### src/rtl/fifo_feed_ctrl_pkg.sv
// Shared types and helpers for the systolic-array FIFO feed sequencer.
package fifo_feed_pkg;

  typedef enum logic [2:0] {
    ST_IDLE  = 3'd0,
    ST_CLR   = 3'd1,
    ST_LOAD  = 3'd2,
    ST_DRAIN = 3'd3,
    ST_DONE  = 3'd4
  } state_e;

  // Element and skew counters must hold a full-depth count, hence one extra bit.
  function automatic int cnt_width(input int log_depth);
    return log_depth + 1;
  endfunction

endpackage

### src/rtl/fifo_feed_ctrl_if.sv
// Write-bus and FIFO-array handshake bundle between the feed sequencer and the lane FIFOs.
interface fifo_feed_ctrl_if #(
  parameter int ARRAY_SIZE = 9,
  parameter int DATA_SIZE  = 8
);
  logic                  in_valid;
  logic [DATA_SIZE-1:0]  in_data;
  logic                  in_ready;
  logic                  out_stall;
  logic [ARRAY_SIZE-1:0] fifo_full;
  logic [ARRAY_SIZE-1:0] fifo_empty;
  logic [DATA_SIZE-1:0]  in_bus;
  logic [ARRAY_SIZE-1:0] w_en;
  logic [ARRAY_SIZE-1:0] r_en;
  logic                  fifo_clear;
  logic [ARRAY_SIZE-1:0] lane_valid;

  modport master (
    input  in_valid, in_data, out_stall, fifo_full, fifo_empty,
    output in_ready, in_bus, w_en, r_en, fifo_clear, lane_valid
  );

  modport slave (
    output in_valid, in_data, out_stall, fifo_full, fifo_empty,
    input  in_ready, in_bus, w_en, r_en, fifo_clear, lane_valid
  );
endinterface

### src/rtl/fifo_feed_ctrl_skew_gen.sv
// Diagonal read-enable generator: lane i reads while i <= t < i+len.
module skew_gen #(
  parameter int ARRAY_SIZE = 9,
  parameter int LOG_DEPTH  = 12
) (
  input  logic                  en_i,
  input  logic                  stall_i,
  input  logic [LOG_DEPTH:0]    t_i,
  input  logic [LOG_DEPTH:0]    len_i,
  output logic [ARRAY_SIZE-1:0] r_en_o
);
  localparam int CW = LOG_DEPTH + 2;

  for (genvar i = 0; i < ARRAY_SIZE; i++) begin : g_lane
    // One extra bit so i+len cannot wrap for the highest lanes.
    localparam logic [CW-1:0] IDX = CW'(i);
    logic [CW-1:0] t_ext;
    logic [CW-1:0] end_ext;
    assign t_ext     = {1'b0, t_i};
    assign end_ext   = IDX + {1'b0, len_i};
    assign r_en_o[i] = en_i && !stall_i && (t_ext >= IDX) && (t_ext < end_ext);
  end
endmodule

### src/rtl/fifo_feed_ctrl.sv
// Lane-by-lane LOAD then skewed DRAIN sequencer for the systolic FIFO array.
// Optional stall counters: define FIFO_FEED_CTRL_PERF_EN.
module fifo_feed_ctrl
  import fifo_feed_pkg::*;
#(
  parameter int ARRAY_SIZE = 9,
  parameter int DATA_SIZE  = 8,
  parameter int LOG_DEPTH  = 12
) (
  input  logic               clk,
  input  logic               reset,
  input  logic               start,
  input  logic [LOG_DEPTH:0] tile_len,
  fifo_feed_ctrl_if.master   bus,
  output logic               busy,
  output logic               done,
  output logic               underflow
`ifdef FIFO_FEED_CTRL_PERF_EN
  ,
  output logic [31:0]        perf_load_stall,
  output logic [31:0]        perf_drain_stall
`endif
);
  localparam int LW  = cnt_width(LOG_DEPTH);
  localparam int LNW = (ARRAY_SIZE > 1) ? $clog2(ARRAY_SIZE) : 1;

  state_e                state_q, state_d;
  logic [LW-1:0]         len_q, len_d;
  logic [LW-1:0]         el_q, el_d;
  logic [LW-1:0]         t_q, t_d;
  logic [LNW-1:0]        ln_q, ln_d;
  logic                  zdone_q, zdone_d;
  logic                  under_q, under_d;
  logic [ARRAY_SIZE-1:0] lane_valid_q;
  logic [ARRAY_SIZE-1:0] r_en;
  logic [ARRAY_SIZE-1:0] w_en;
  logic                  in_ready;
  logic                  fifo_clear;
  logic [LW-1:0]         last_t;
  logic [DATA_SIZE-1:0]  bus_data;

  assign last_t = len_q + LW'(ARRAY_SIZE - 1) - LW'(1);

  skew_gen #(
    .ARRAY_SIZE (ARRAY_SIZE),
    .LOG_DEPTH  (LOG_DEPTH)
  ) u_skew (
    .en_i    (state_q == ST_DRAIN),
    .stall_i (bus.out_stall),
    .t_i     (t_q),
    .len_i   (len_q),
    .r_en_o  (r_en)
  );

  always_comb begin
    state_d    = state_q;
    len_d      = len_q;
    el_d       = el_q;
    t_d        = t_q;
    ln_d       = ln_q;
    zdone_d    = 1'b0;
    under_d    = under_q | (|(r_en & bus.fifo_empty));
    in_ready   = 1'b0;
    w_en       = '0;
    fifo_clear = 1'b0;
    case (state_q)
      ST_IDLE: begin
        if (start) begin
          under_d = 1'b0;
          if (tile_len == '0) begin
            zdone_d = 1'b1;
          end else begin
            len_d   = tile_len;
            el_d    = '0;
            ln_d    = '0;
            t_d     = '0;
            state_d = ST_CLR;
          end
        end
      end
      ST_CLR: begin
        fifo_clear = 1'b1;
        state_d    = ST_LOAD;
      end
      ST_LOAD: begin
        in_ready = !bus.fifo_full[ln_q];
        if (bus.in_valid && in_ready) begin
          w_en = {{(ARRAY_SIZE-1){1'b0}}, 1'b1} << ln_q;
          if (el_q == len_q - LW'(1)) begin
            el_d = '0;
            if (ln_q == LNW'(ARRAY_SIZE - 1)) begin
              t_d     = '0;
              state_d = ST_DRAIN;
            end else begin
              ln_d = ln_q + LNW'(1);
            end
          end else begin
            el_d = el_q + LW'(1);
          end
        end
      end
      ST_DRAIN: begin
        if (!bus.out_stall) begin
          if (t_q == last_t) state_d = ST_DONE;
          else               t_d     = t_q + LW'(1);
        end
      end
      ST_DONE: state_d = ST_IDLE;
      default: state_d = ST_IDLE;
    endcase
  end

  always_ff @(posedge clk) begin
    if (reset) begin
      state_q      <= ST_IDLE;
      len_q        <= '0;
      el_q         <= '0;
      t_q          <= '0;
      ln_q         <= '0;
      zdone_q      <= 1'b0;
      under_q      <= 1'b0;
      lane_valid_q <= '0;
    end else begin
      state_q      <= state_d;
      len_q        <= len_d;
      el_q         <= el_d;
      t_q          <= t_d;
      ln_q         <= ln_d;
      zdone_q      <= zdone_d;
      under_q      <= under_d;
      lane_valid_q <= r_en;
    end
  end

  assign bus_data       = bus.in_data;
  assign bus.in_bus     = bus_data;
  assign bus.in_ready   = in_ready;
  assign bus.w_en       = w_en;
  assign bus.r_en       = r_en;
  assign bus.fifo_clear = fifo_clear;
  assign bus.lane_valid = lane_valid_q;
  assign busy           = (state_q != ST_IDLE);
  assign done           = (state_q == ST_DONE) || zdone_q;
  assign underflow      = under_q;

`ifdef FIFO_FEED_CTRL_PERF_EN
  function automatic logic [31:0] sat_inc(input logic [31:0] v);
    return (v == 32'hFFFF_FFFF) ? v : v + 32'd1;
  endfunction

  logic [31:0] perf_ld_q, perf_dr_q;
  logic        perf_clr;
  assign perf_clr = (state_q == ST_IDLE) && start;

  always_ff @(posedge clk) begin
    if (reset || perf_clr) begin
      perf_ld_q <= '0;
      perf_dr_q <= '0;
    end else begin
      if (state_q == ST_LOAD && bus.in_valid && !in_ready) perf_ld_q <= sat_inc(perf_ld_q);
      if (state_q == ST_DRAIN && bus.out_stall)            perf_dr_q <= sat_inc(perf_dr_q);
    end
  end

  assign perf_load_stall  = perf_ld_q;
  assign perf_drain_stall = perf_dr_q;
`endif
endmodule

### src/flat_wrapper.sv
// flat-port wrapper written by rule: the top's interface ports become plain ports
module fifo_feed_ctrl_flat import fifo_feed_pkg::*;
#(
  parameter int ARRAY_SIZE = 9,
  parameter int DATA_SIZE  = 8,
  parameter int LOG_DEPTH  = 12
)
  (clk, reset, start, tile_len, busy, done, underflow, bus_in_valid, bus_in_data, bus_out_stall, bus_fifo_full, bus_fifo_empty, bus_in_ready, bus_in_bus, bus_w_en, bus_r_en, bus_fifo_clear, bus_lane_valid);
  fifo_feed_ctrl_if #(.ARRAY_SIZE(ARRAY_SIZE), .DATA_SIZE(DATA_SIZE)) bus_i ();
  input  logic clk;
  input  logic reset;
  input  logic start;
  input  logic [LOG_DEPTH:0] tile_len;
  output logic busy;
  output logic done;
  output logic underflow;
  input wire logic [$bits(bus_i.in_valid)-1:0] bus_in_valid;
  input wire logic [$bits(bus_i.in_data)-1:0] bus_in_data;
  input wire logic [$bits(bus_i.out_stall)-1:0] bus_out_stall;
  input wire logic [$bits(bus_i.fifo_full)-1:0] bus_fifo_full;
  input wire logic [$bits(bus_i.fifo_empty)-1:0] bus_fifo_empty;
  output wire logic [$bits(bus_i.in_ready)-1:0] bus_in_ready;
  output wire logic [$bits(bus_i.in_bus)-1:0] bus_in_bus;
  output wire logic [$bits(bus_i.w_en)-1:0] bus_w_en;
  output wire logic [$bits(bus_i.r_en)-1:0] bus_r_en;
  output wire logic [$bits(bus_i.fifo_clear)-1:0] bus_fifo_clear;
  output wire logic [$bits(bus_i.lane_valid)-1:0] bus_lane_valid;
  assign bus_i.in_valid = bus_in_valid;
  assign bus_i.in_data = bus_in_data;
  assign bus_i.out_stall = bus_out_stall;
  assign bus_i.fifo_full = bus_fifo_full;
  assign bus_i.fifo_empty = bus_fifo_empty;
  assign bus_in_ready = bus_i.in_ready;
  assign bus_in_bus = bus_i.in_bus;
  assign bus_w_en = bus_i.w_en;
  assign bus_r_en = bus_i.r_en;
  assign bus_fifo_clear = bus_i.fifo_clear;
  assign bus_lane_valid = bus_i.lane_valid;
  fifo_feed_ctrl #(.ARRAY_SIZE(ARRAY_SIZE), .DATA_SIZE(DATA_SIZE), .LOG_DEPTH(LOG_DEPTH)) u_core (.clk(clk), .reset(reset), .start(start), .tile_len(tile_len), .bus(bus_i), .busy(busy), .done(done), .underflow(underflow));
endmodule
### config.mk
export PLATFORM = sky130hd
export DESIGN_NAME = fifo_feed_ctrl_flat
export DESIGN_NICKNAME = d
export VERILOG_FILES = /design/src/rtl/fifo_feed_ctrl_pkg.sv /design/src/rtl/fifo_feed_ctrl_if.sv /design/src/rtl/fifo_feed_ctrl_skew_gen.sv /design/src/rtl/fifo_feed_ctrl.sv /design/src/flat_wrapper.sv
export SDC_FILE = /design/constraint.sdc
export NUM_CORES = 1
export LEC_CHECK = 0
export CORE_MARGIN = 4
export CORE_UTILIZATION = 40
export DETAILED_ROUTE_END_ITERATION = 8
export PLACE_DENSITY = 0.59
export REMOVE_ABC_BUFFERS = 1
export SLEW_MARGIN = 5
export SYNTH_ARGS = -nofsm -noshare
export SYNTH_HDL_FRONTEND = slang
export SYNTH_SLANG_ARGS = --single-unit
### constraint.sdc
create_clock -name clk -period 3.4 [get_ports clk]
set_input_delay 0.34 -clock clk [delete_from_list [all_inputs] [get_ports clk]]
set_output_delay 0.34 -clock clk [all_outputs]
set_load 0.01 [all_outputs]
After elaboration in Yosys (flattened, before gate mapping)
Index checks and enable logic that the tools add are counted.
Widths: inputs -> output; s select.
{"block": "word_totals", "wordCells": 132, "in_bits": 44, "output_inout_bits": 40, "register_bits": 57}
{"block": "classes", "shifts": 1, "muxes": 34, "n_reduce_logical": 35, "order_cmp": 19, "n_addsub": 14, "bitwise": 5, "eq_ne": 16}
{"cell": "$mux 13", "count": 9}
{"cell": "$lt 13x14->1", "count": 8}
{"cell": "$add 3x13->14 const A", "count": 4}
{"cell": "$ge 13x3->1 const B", "count": 4}
{"cell": "$pmux 13 s3", "count": 1}
{"cell": "$add 2x13->14 const A", "count": 2}
{"cell": "$add 13x1->13 const B", "count": 2}
{"cell": "$eq 13x13->1", "count": 2}
{"cell": "$ge 13x1->1 const B", "count": 2}
{"cell": "$ge 13x2->1 const B", "count": 2}
{"cell": "$pmux 13 s2", "count": 1}
{"cell": "$sub 13x1->13 const B", "count": 2}
{"cell": "$mux 3", "count": 7}
{"cell": "$logic_and 1x1->1", "count": 20}
{"cell": "$mux 4", "count": 5}
{"cell": "$mux 9", "count": 2}
{"cell": "$add 1x13->14 const A", "count": 1}
{"cell": "$add 4x13->14 const A", "count": 1}
{"cell": "$add 13x4->13 const B", "count": 1}
{"cell": "$ge 13x4->1 const B", "count": 1}
{"cell": "$logic_not 13->1", "count": 1}
{"cell": "$lt 13x13->1", "count": 1}
{"cell": "$pmux 3 s4", "count": 1}
{"cell": "$ne 2x2->1 const B", "count": 5}
{"cell": "other kinds (26)", "count": 39}

Logic depth before layout (Yosys ltp)
Gate-level depths: netlist of the first run.
{"block": "logic_depth", "ltp_word": 9, "mapped_depth": 17, "ltp_nobuf": 15}

Hierarchy
Synthesis of the first run repeated with hierarchy kept, for this count alone.
{"block": "unflattened", "hier_cells": 935, "hier_area_um2": 7500.9}
{"module": "skew_gen", "n_inst": 1, "cells_per_inst": 493, "area_per_inst_um2": 3798.6, "seq_area_each_um2": 0.0}
{"module": "fifo_feed_ctrl", "n_inst": 1, "cells_per_inst": 442, "area_per_inst_um2": 3702.3, "seq_area_each_um2": 1141.1}

Worst setup path before layout of the first run
OpenSTA, ideal clock, no wires.
{"block": "synth_timing", "kind": "register to register", "from": "register u_core.len_q[2]", "to": "register u_core.under_q, in the netlist u_core.underflow", "setup_ns": 0.137, "t_arrival_ns": 3.397, "path_stages_with_launch": 16, "t_required_ns": 3.263, "synth_period_minus_slack_ns": 3.534, "slack_ns": -0.134, "n_path_buf": 1, "path_cell_list": "dfxtp_1 clkbuf_1 inv_1 ha_1 a21boi_2 nand2b_1 nor2_1 xnor2_1 ha_1 nand4_1 a211oi_1 nor4_1 o31a_1 a22o_1 a2111oi_0 a311oi_1"}
{"block": "synth_between", "elab_chain_len": 8, "elab_cells_between_ends": 31, "classes_between": "add/sub (8); order compare (9); mux (2); bitwise (2); reduce/logical (10)"}
{"element": "start, declared", "line_no": "fifo_feed_ctrl.sv:28", "text": "logic [LW-1:0] len_q, len_d;"}
{"element": "start signal, assigned", "line_no": "fifo_feed_ctrl.sv:125", "text": "len_q <= len_d;"}
{"element": "$add 3x13->14 (*)", "line_no": "fifo_feed_ctrl_skew_gen.sv:20", "text": "assign end_ext = IDX + {1'b0, len_i};"}
{"element": "$lt 13x14->1 (*)", "line_no": "fifo_feed_ctrl_skew_gen.sv:21", "text": "assign r_en_o[i] = en_i && !stall_i && (t_ext >= IDX) && (t_ext < end_ext);"}
{"element": "$logic_and 1x1->1 (*)", "line_no": "fifo_feed_ctrl_skew_gen.sv:21"}
{"element": "net bus_r_en[7]", "line_no": "flat_wrapper.sv:25", "text": "output wire logic [$bits(bus_i.r_en)-1:0] bus_r_en;"}
{"element": "$and 9x9->9 (*)", "line_no": "fifo_feed_ctrl.sv:62", "text": "under_d = under_q | (|(r_en & bus.fifo_empty));"}
{"element": "$reduce_or 9->1 (*)", "line_no": "fifo_feed_ctrl.sv:62"}
{"element": "$or 1x1->1 (*)", "line_no": "fifo_feed_ctrl.sv:62"}
{"element": "$mux 1", "line_no": "fifo_feed_ctrl.sv:68", "text": "if (start) begin"}
{"element": "$mux 1 (*)", "line_no": "fifo_feed_ctrl.sv:66", "text": "case (state_q)"}
{"element": "end signal, assigned", "line_no": "fifo_feed_ctrl.sv:130", "text": "under_q <= under_d;"}
{"element": "end, declared", "line_no": "fifo_feed_ctrl.sv:33", "text": "logic under_q, under_d;"}
The timed path passes the listed nets; every way through them passes the cells marked *.
A chain may end at the register's enable or synchronous reset.

Final worst setup path of the first run
{"block": "layout_timing", "from": "register u_core.len_q[2]", "to": "output bus_r_en[5]"}
{"block": "layout_between", "elab_chain_len": 3}
{"element": "$add 3x13->14", "line_no": "fifo_feed_ctrl_skew_gen.sv:20"}
{"element": "$lt 13x14->1", "line_no": "fifo_feed_ctrl_skew_gen.sv:21"}
{"element": "$logic_and 1x1->1", "line_no": "fifo_feed_ctrl_skew_gen.sv:21"}
{"element": "end, declared", "line_no": "flat_wrapper.sv:25"}
No other way between the ends.

==> metrics list, run 1 <==
- Run status: finished, violations left
- Violated checks: negative setup slack
* Area of the die: ~20000 sq um
* Slowest cell on the critical path: dfxtp_4
- The congestion estimate from routability-driven global placement came to a little under 1.
* Critical-path cell list: buf_6 > ha_4 > buf_8 > a21oi_2 > buf_4 > nor2_2 > xnor2_2 > ha_2 > nor4_2 > nand2_1 > a2111oi_4 > o21bai_1 > a211oi_2 > buf_4 > buf_6
* Worst slew slack as a fraction of its limit: approximately two fifths
* Critical Path Max Stage Delay: approximately 0.37 ns
- Using the TritonRoute via totals, the vias-per-cell ratio works out to about 5.6.
- Final ANT Viol Nets: 0
- CTS clock-pin slew for the worst setup and hold paths: about 0.06 ns
* Register bit total from synthesis: between 50 and 60
- After synthesis, flip-flops and latches occupy 16.20% of the total area.
- Post-synthesis instance area: roughly 7000 sq um
* Floorplan row count: between 40 and 50
* Ports: 84
* Type of element launching the critical path: register
* Hold_buf cts: 0
- The final number of hold-violating endpoints was 0.
* Warning count from the yosys run: 0
* Worst-path fanout max: 8
- Top-area cell type share of the netlist area: approximately 23%
- The worst-case IR drop observed on VDD is roughly 320 uV.
- By count the netlist is led by ha_1 (129), xnor2_1 (92), nor2_1 (78).
* Dpl ws: -0.3112 ns
- Wire length reported by the detailed router: 24690 um
- Clock latency on the worst-skew pair, taken at its later pin, is around 0.34 ns.
- Max-cap violations in this run came to 0.
- Smallest setup slack after layout: -0.007586 ns
* Post-placement cell area: about 9000 sq um
- In this run, the number of DRC markers left after iteration 0 of detailed routing was 484.
- The number of antenna diodes in the final layout is 0.
- After the flow finishes, the layout carries non-filler instances totaling 1318.
- Biggest area contributors in the synthesized netlist: ha_1 (23%), dfxtp_1 (16%), xnor2_1 (11%), a21oi_1 (4.2%), nor2_1 (4.2%)
- Via total after detailed routing: between 7000 and 8000
* Count of cell types in the netlist: 75
* Transition at the pin with the smallest max-transition slack: just under 0.9 ns
- The region available for standard cell placement spans between 15000 and 20000 sq um.
- The net count of the finished layout is approximately 1300.
* Critical path start-end classification: register to output port
* Clock period minus final worst setup slack: between 3 and 4 ns
- The number of placed instances, taps included, is 1272.
- The H-tree was split into 3 levels.
- Total Routing Usage GR: roughly a quarter
- Data arrives at the worst endpoint at between 3 and 4 ns.
- Once the floorplan was initialized, standard cells occupied slightly above 40% of the core.
* Root Buffer Master: clkbuf_16
- In the finished design, the share of the clock period the worst path needs comes to 100.2%.
* TritonCTS sink count: 57
* Wirelength per Cell: roughly 19 um
* CTS tree: yes
- Highest clock rate: 0.2935 GHz
- Buffers placed on the I/O ports in this run total 67.
- Area added between synthesis and finish: 39.46%
- Die boundary height: approximately 140 um
- Global route overflow: 0
* Setup Skew: 0.007010 ns
- Number of standard cells after synthesis: between 800 and 900
* CP required: about 3 ns
- Initial antenna violation count: 0
- From left edge to right edge, the die measures around 140 um.
* Kind of end point of the critical path: output port
- The biggest area contributor in the post-synthesis netlist is ha_1.
- Async set-reset flop share out of synthesis: 0%
- Global-route wire length before repair: around 38000 um
- Inserted Clock Buffers: 9
- Cells with a size suffix above 1 make up 28.36% of the layout.
- Power density over cell area: 419.6 nW/um^2
* Pin count of the biggest net entering global routing: 47
- RSZ-0062 raised after global routing: yes
* DRC Markers: 0
- A synthesized cell averages ~7.9 sq um.
- After legalization and detailed placement, the total HPWL measured a little under 20000 um.
- Counting flops with a built-in enable in the synthesized netlist gives 0.
- Most repeated cell in the gate-level netlist after synthesis: ha_1
- For this run, the leading register cell type out of synthesis is dfxtp_1.
* Pins Over Slew Limit: 0
- Setup violations remaining at the end of the flow were counted as 1.
- The finished cells cover 9822 sq um.
- Vias in the first global route: approximately 7100
- The tightest min-delay check is of the register to register type.
- For this design the static power due to leakage is approximately 4.0 nW.
- No sink is reached through more buffers than the 2 on the longest clock path.
* Length of the first detailed-routing pass in iterations: 5
[metrics by stage]
stage	total power, mW	utilization, %	hold slack (ns)	TNS (ns)
floorplan	2.045	-	0.4091	-0.05802
global placement	2.880	50.53	0.4868	-2.555
detailed placement	2.887	50.53	0.4859	-3.305
CTS	3.902	53.68	0.4826	-0.1070
global route	4.415	56.79	0.5235	-0.4400
finish	4.121	56.79	0.5050	-0.007586
[critical path, delay by kind of cell, from the launching register on]
kind                       cells  cell delay (ns)
and+or+nand+nor                3             0.44
xor gates and xnor gates       1             0.15
adders and majority gates      2             0.36
buffers and inverters          5             0.65
AOI/OAI and AO/OA              4             0.75
DFF                            1             0.37
[what timing repair did]
item                                    4_1_cts  5_1_grt
buffers inserted                              9       22
gates resized for setup                      81       91
endpoints found under the setup margin       23       39
pin swaps                                    22       59
[metal layers]
metal / track usage [%] / wire length (um)
met1: 32.71 / 10890
met2: 39.59 / 11170
met3: 4.206 / 1782
met4: 8.210 / 845
met5: 0 / 0
[state kept, by name, summed over array words and instances, names as in the netlist]
name	flops
u_core.underflow	1
u_core.state_q	3
u_core.bus.lane_valid	9
u_core.el_q	13
u_core.zdone_q	1
u_core.len_q	13
u_core.ln_q	4
u_core.t_q	13
[final cells by class]
class                      count  area [sq um]
inverter                      36         150.1
timing repair buffer         235          1952
clock buffer                   9         225.2
tap                          225         281.5
sequential                    57          1160
fill                        1594          7475
clock inverter                 7         77.57
multi-input combinational    749          5976
[kinds of logic after synthesis]
family,after synthesis,share of synthesized area [%]
multiplexers,4,0.7816
buffers and inverters,85,5.987
XOR/XNOR,107,13.52
AO/OA/AOI/OAI,186,17.80
flip-flops,57,16.20
AND/OR/NAND/NOR,323,22.79
adder cells (fa/ha/maj),129,22.92
[where the power goes]
group | switching, mW | internal [mW] | total [mW] | leakage [nW]
registers | 0.0894 | 0.730 | 0.819 | 0.466
logic | 1.26 | 1.12 | 2.37 | 3.43
clock network | 0.355 | 0.573 | 0.927 | 0.146
[final timing paths]
check	end	slack [ns]	depth (start not counted)	start
setup reg to reg	u_core.underflow	0.10	16	u_core.len_q[2]
hold / removal	u_core.len_q[1]	0.51	2	u_core.len_q[1]
hold reg to reg	u_core.len_q[1]	0.51	2	u_core.len_q[1]
setup / recovery	bus_r_en[5]	-0.008	15	u_core.len_q[2]
[placed cells by master (no fill, tap or decap), types with 5 or more instances in the layout]
cell / instances
nor3_1: 21
dfxtp_2: 6
a21oi_1: 45
a21oi_2: 10
nand4_1: 20
nor2_1: 69
xor2_1: 14
ha_1: 111
ha_2: 9
a31oi_1: 9
xnor2_1: 89
nor2b_1: 11
a211oi_1: 6
buf_4: 158
dfxtp_1: 48
inv_1: 27
ha_4: 9
inv_2: 6
clkdlybuf4s50_1: 58
buf_6: 8
a211oi_2: 5
nand3_1: 39
nand2_1: 76
o21ai_0: 18
a21o_1: 16
nor3_2: 6
o211ai_1: 8
buf_2: 6
and3_1: 16
nor2_2: 7
nor4_1: 10
clkbuf_16: 9
a311oi_1: 10
Power figures use the tool's default switching activity.
==> inputs of run 2 (changes only) <==
Settings changed: GPL_TIMING_DRIVEN from default to 0.
==> run 2 against run 1 <==
Clock skew increased by 0.00064 ns. Final area decreased by 6.7%. Worst hold slack improved by 0.0094 ns. The run still ends with negative setup slack left. Total power decreased by 2.3%.
==> metrics list, run 2 (synthesis results as in run 1) <==
- The run finished, with violations left.
* Violated checks: negative setup slack
- The global routing usage summed across all routing layers is 23.69% (-0.67 points).
- Pins Over Slew Limit: 0 (unchanged)
* Arrival @ worst endpoint: 3.19 ns (+0.12 ns)
- Wire length reported by the detailed router: 24090 um (-2.4%)
- Root Buffer Master: clkbuf_16
- TritonCTS sink count: 57 (unchanged)
* Post-detailed-route via-to-cell ratio: 5.896 (+4.8%)
- The initial standard-cell utilization of the core was 40.72% (unchanged).
* Period utilisation layout: 103.9% (+3.7 points)
* Insertion delay to the later sink of the worst-skew pair: 0.34 ns (about the same)
- Type of element launching the critical path: register
- Ports: 84 (unchanged)
- From synthesis to final layout, the design area changed by 30.13%.
- Internal cell power: 2.367 mW (-2.1%)
* Worst-path fanout max: 5 (-3)
* Clock period minus final worst setup slack: 3.534 ns (+0.1266 ns)
- Global route overflow: 0 (unchanged)
- The number of standard cells in the layout, taps in and fillers out is 1216 (-7.7%).
- The clock network fraction of design power is 24.3% (+1.8 points).
* RSZ-0062 raised after global routing: yes
* Final ANT Viol Nets: 0 (unchanged)
- Wirelength per Cell: 19.81 um (+5.8%)
- Count of inserted antenna diode cells: 0 (unchanged)
- The number of levels the H-tree was split into came to 3 (unchanged).
- Largest registers ranked by flip-flop count: u_core.el_q (13), u_core.len_q (13), u_core.t_q (13)
* Power density over cell area: 439.4 nW/um^2 (+4.7%)
- The number of CTS-inserted buffers was 9 (unchanged).
- Total instance count after detailed placement: 1134 (-11%)
- The maximum resistive drop on vdd was 394.0 uV (+23%).
* Total core area: 17300 sq um (unchanged)
* Final weighted congestion in routability-driven placement: 0.9296 (-6.0%)
- Register share of total power: 21.5% (+1.6 points)
* Hold Violations, Final: 0 (unchanged)
- The slew of the pin with the lowest slew margin came to 0.9089 ns (+0.02509 ns).
- TritonCTS built the clock tree.
- DPL Wire Length: 16180 um (-16%)
- Die boundary height: 140.7 um (unchanged)
- The count of unresolved DRC violations after routing is 0 (unchanged).
- Number of I/O port buffers: 67 (unchanged)
- Most common cell after layout, fill and taps aside: ha_1
- The site row count was 48 (unchanged).
- The number of antenna violations at the first check in global routing is 0 (unchanged).
* Longest Clk Path Bufs: 2 (unchanged)
* Leakage power: 3.624 nW (-10%)
- Via total after detailed routing: 7170 (-3.3%)
- Length of the first detailed-routing pass in iterations: 5 (unchanged)
* Global-route wire length before repair: 37070 um (-3.3%)
* Logic gate share of total power: 54.2% (-3.4 points)
- The pre-CTS worst setup slack was -1.858 ns (-1.547 ns).
- The die outline width came to 140.7 um (unchanged).
- Layout filler cell count: 1638 (+2.8%)
* Most used cells in the layout excluding fill and tap cells: ha_1 (117), xnor2_1 (87), nand2_1 (70), nor2_1 (66), clkdlybuf4s50_1 (58)
- Proportion of layout cells with a drive suffix above 1: 21.49% (-6.9 points)
- The pin count of the biggest net entering global routing came to 47 (unchanged).
* Number of nets in the layout: 1159 (-8.1%)
- The worst hold slack came to 0.5144 ns (+0.009439 ns).
- The maximum clock skew at final layout came to 0.007653 ns (+0.0006429 ns).
* CP required: 3.06 ns (about the same)
- Total net switching power: 1.659 mW (-2.5%)
- Critical path start-end classification: register to output port
- The via count of the first global-routing pass is 6690 (-6.2%).
- Worst slew slack as a fraction of its limit: 39.33% (-1.8 points)
* Seq. cell area: 1189 sq um (+2.5%)
- Final setup violation count: 5 (+4)
- CTS clock-pin slew for the worst setup and hold paths: 0.05 ns (about the same)
- Post-route core utilization: 52.99% (-3.8 points)
- Total negative slack for setup checks: -0.3917 ns (-0.3841 ns)
- Multi-input gate area: 6020 sq um (+0.73%)
- The switching share of power came to 41.21% (-0.10 points).
- DRC violation total after the first TritonRoute iteration: 597 (+23%)
- Kind of end point of the critical path: output port
- The tightest min-delay check is of the register to register type.
* Highest clock rate: 0.2830 GHz (-3.6%)
- Smallest setup slack after layout: -0.1341 ns (-0.1266 ns)
- The total of max-cap violations came to 0 (unchanged).
- The area enclosed by the die boundary was 19800 sq um (unchanged).
- The cell count of the worst reg-to-reg path came to 15 (-1).
- Instance count along the most critical hold path: 2 (unchanged)
[run 2: changes by cell type in the layout (fill, tap and decap cells not counted), sizes merged]
cell           previous run  this run
bufinv                    1         2
clkbuf                   10        12
dlygate4sd2               0         1
clkinvlp                  1         2
clkdlybuf4s15             1         2
inv                      36        32
buf                     175        71
[run 2: through the flow]
step,cell area (sq um),total power [mW]
global placement,7709,2.559
global route,9165,4.280
detailed placement,7704,2.562
CTS,8733,3.806
floorplan,6756,2.045
finish,9165,4.027
[run 2: critical path, cell delays in order (launching register included)]
cell and delay, ns:
dfxtp_4 0.38, clkinvlp_4 0.18, buf_6 0.16, ha_2 0.19
a21boi_4 0.22, nand2b_4 0.19, nor2_2 0.04, xnor2_1 0.14
ha_1 0.31, nand4_1 0.15, a211oi_2 0.27, nor4_2 0.09
o31a_1 0.36, buf_2 0.16
[run 2: power groups by stage]
stage	sequential (mW)	clock [mW]	combinational (mW)
2_1_floorplan	0.869	0	1.18
3_3_place_gp	0.954	0	1.60
3_5_place_dp	0.953	0	1.61
4_1_cts	0.880	1.01	1.92
5_1_grt	0.874	1.02	2.38
6_report	0.867	0.977	2.18
[run 2: area by class of cell]
class	count	share of cell area, %
clock buffers	11	2.648
clock inverters	5	0.8601
inverters	36	1.625
multi-input cells	749	65.68
flip-flops and latches	57	12.97
well taps	225	3.072
repair buffers	133	13.15
[run 2: per-layer routing]
layer / wire [um] / GRT usage (%) / up-vias
li1: - / - / 3418
met4: 979 / 9.128 / 0
met3: 1881 / 4.206 / 69
met2: 10720 / 37.80 / 312
met1: 10510 / 31.84 / 3371
met5: 0 / 0 / -
[run 2: timing repair]
item | CTS | global route
setup endpoints to repair | 51 | 31
gates resized for setup | 118 | 65
pin swaps | 25 | 41
hold buffers | 0 | 0
setup buffers | 47 | 19
[run 2: worst paths after layout]
check                   from          endpoint  slack, ns
max          u_core.len_q[1]       bus_r_en[7]      -0.13
min          u_core.len_q[0]   u_core.len_q[0]       0.51
max reg2reg  u_core.len_q[1]  u_core.underflow      -0.04
min reg2reg  u_core.len_q[0]   u_core.len_q[0]       0.51
==> inputs of run 3 (changes only) <==
Settings changed: CTS_CLUSTER_DIAMETER from default to 30, DONT_BUFFER_PORTS from default to 1, GPL_ROUTABILITY_DRIVEN from default to 0, PLACE_DENSITY 0.59 to 0.52.
==> run 3 against run 2 <==
The flow still finishes with violations (negative setup slack). Critical path depth down 3. Die area is the same. Combinational power is 10% lower. Sequential cell count unchanged. Final area is 10% lower. Critical endpoint is now bus_r_en[5]. Worst setup slack better by 0.12 ns.
==> metrics list, run 3 (synthesis results as in run 1) <==
* Run status: finished, violations left
* Violated checks: negative setup slack
- RSZ-0062 raised after global routing: yes
* Final ANT Viol Nets: 0 (unchanged)
* Worst slew slack as a fraction of its limit: 34.72% (-4.6 points)
- The met3 track demand over resource in global routing was 4.444% (+0.24 points).
* Hold/Removal Path Class: primary input to register
* Global-route wire length before repair: 37040 um (about the same)
- Area added between synthesis and finish: 16.56%
* Highest clock rate: 0.2927 GHz (+3.4%)
- Leakage power: 3.185 nW (-12%)
- Clock period minus final worst setup slack: 3.416 ns (-0.1178 ns)
- CTS clock-pin slew for the worst setup and hold paths: 0.05 ns (about the same)
- Area of the die: 19800 sq um (unchanged)
- In the layout the commonest cells are ha_1 (119), xnor2_1 (91), nand2_1 (73), nor2_1 (68), a21oi_1 (50).
* Power density over cell area: 457.0 nW/um^2 (+4.0%)
- In this run the clock root is driven by a clkbuf_16.
- Period utilisation layout: 100.5% (-3.5 points)
- Number of I/O port buffers: 0 (-100%)
- Hold_buf cts: 0 (unchanged)
- Longest Clk Path Bufs: 2 (unchanged)
- The worst register-to-register path ends at u_core.underflow.
- Global route overflow: 0 (unchanged)
- The pin count of the biggest net entering global routing is 47 (unchanged).
* CP required: 3.06 ns (about the same)
- Total Routing Usage GR: 23.79% (+0.10 points)
- The mean routed wirelength per cell is 21.34 um (+7.7%).
- The worst-case register-to-register setup slack was -0.01 ns (+0.03 ns).
- Insertion delay to the later sink of the worst-skew pair: 0.34 ns (about the same)
- Effective utilization at floorplan: 40.72% (unchanged)
* Launch instance of the worst register-to-register path: u_core.len_q[2]
- The number of clock sinks came to 57 (unchanged).
- Final setup violation count: 2 (-3)
* Proportion of layout cells with a drive suffix above 1: 18.48% (-3.0 points)
- Total Power: 3.752 mW (-6.8%)
* Initial antenna violation count: 0 (unchanged)
- Ports: 84 (unchanged)
* Total core area: 17300 sq um (unchanged)
* Die boundary height: 140.7 um (unchanged)
- Worst-case reg-to-reg path depth: 15 (unchanged)
- Setup Skew: 0.007948 ns (+0.0002943 ns)
- Hold path endpoint: u_core.len_q[3]
- Type of element launching the critical path: register
* Count of inserted antenna diode cells: 0 (unchanged)
- The final critical-path setup slack was -0.01631 ns (+0.1178 ns).
- Pins Over Slew Limit: 0 (unchanged)
- Number of violations of the max-capacitance limit: 0 (unchanged)
- The worst setup path is captured at an output port.
* Post-detailed-route via-to-cell ratio: 6.102 (+3.5%)
- The final number of hold-violating endpoints was 0 (unchanged).
- The number of cells on the worst hold path is 1 (-1).
* Highest-utilization routing layer at the global route stage: met2
* Most common cell after layout, fill and taps aside: ha_1
- Length of the first detailed-routing pass in iterations: 6 (+1)
- The slew of the pin with the lowest slew margin came to 0.9779 ns (+0.06904 ns).
- Number of levels the H-tree was split into: 3 (unchanged)
- The critical path data arrival time was 3.08 ns (-0.11 ns).
- Largest registers ranked by flip-flop count: u_core.el_q (13), u_core.len_q (13), u_core.t_q (13)
- The post-DP HPWL was 16970 um (+4.9%).
* Vias in the first global route: 6775 (+1.3%)
- Post-route core utilization: 47.46% (-5.5 points)
- Die outline width: 140.7 um (unchanged)
- Largest voltage drop on the vdd net: 458.7 uV (+16%)
- DRC violation total after the first TritonRoute iteration: 491 (-18%)
* Wire length reported by the detailed router: 24200 um (+0.46%)
- Inserted Clock Buffers: 9 (unchanged)
- Number of nets in the layout: 1078 (-7.0%)
- The site row count came to 48 (unchanged).
- The detailed-route via count was 6920 (-3.5%).
- The maximum fanout along the worst path came to 6 (+1).
- The met1 usage in global routing came to 31.46% (-0.38 points).
- TritonCTS built the clock tree.
- By startpoint and endpoint, the worst setup path is classified as register to output port.
- DRC Markers: 0 (unchanged)
* Grt met2 use: 38.26% (+0.45 points)
- Worst min-delay path startpoint: reset
run 3: cell count changes in the layout (fill, tap and decap cells not counted), moves of 4 or more:
cell,previous run,this run
buf_4,55,49
buf_2,5,0
xnor2_2,5,1
buf_6,8,2
ha_4,8,3
xnor2_1,87,91
clkdlybuf4s50_1,58,0
run 3: routing by layer:
layer  share of wire [%]  up-vias
met5                   0        -
met4                 3.1        0
met3                 8.2       54
met2                  45      349
met1                  43     3260
li1                    -     3257
run 3: worst max-delay path, cell delays in order, from the launching register on:
cell	delay [ns]
dfxtp_4	0.39
buf_4	0.21
nand2_1	0.23
nor3_1	0.32
xnor2_1	0.14
ha_1	0.23
nor4_2	0.29
nand2_1	0.12
a2111oi_2	0.22
o21bai_1	0.16
a211oi_4	0.41
run 3: through the flow:
stage / hold slack, ns / cell area [sq um] / std cells / TNS, ns / setup WS, ns
2_1_floorplan: 0.4091 / 6756 / 842 / -0.05802 / -0.05802
3_3_place_gp: 0.4145 / 7038 / 1067 / -33.14 / -1.367
3_5_place_dp: 0.4172 / 7038 / 1067 / -34.86 / -1.471
4_1_cts: 0.04850 / 7883 / 1112 / -0.1430 / -0.08499
5_1_grt: 0.04861 / 8209 / 1134 / -0.6025 / -0.2238
6_report: 0.06297 / 8209 / 1134 / -0.03039 / -0.01631
run 3: layout make-up:
type                       instances  area, sq um
inverter                          36        146.4
clock buffer                      10        239.0
fill                            1711         9087
multi-input combinational        749         5889
sequential                        57         1186
clock inverter                     5        56.30
timing repair buffer              52        410.4
tap                              225        281.5
run 3: repair_timing:
action,CTS,global route
buffers inserted,30,22
resized for setup,84,37
pin swaps,19,22
endpoints found under the setup margin,50,30
run 3: how the worst max path moves through the flow:
stage	start	end	slack, ns
after detailed placement	u_core.len_q[4]	u_core.underflow	-1.47
after CTS	u_core.len_q[1]	bus_r_en[5]	-0.08
after global routing	u_core.len_q[1]	bus_r_en[5]	-0.22
after floorplan	u_core.len_q[2]	u_core.underflow	-0.06
final	u_core.len_q[5]	bus_r_en[5]	-0.02
after global placement	u_core.len_q[4]	u_core.underflow	-1.37
run 3: power by group:
group | switching [mW] | internal [mW]
clock | 0.323 | 0.580
sequential | 0.152 | 0.736
combinational | 1.13 | 0.825
total | 1.61 | 2.14
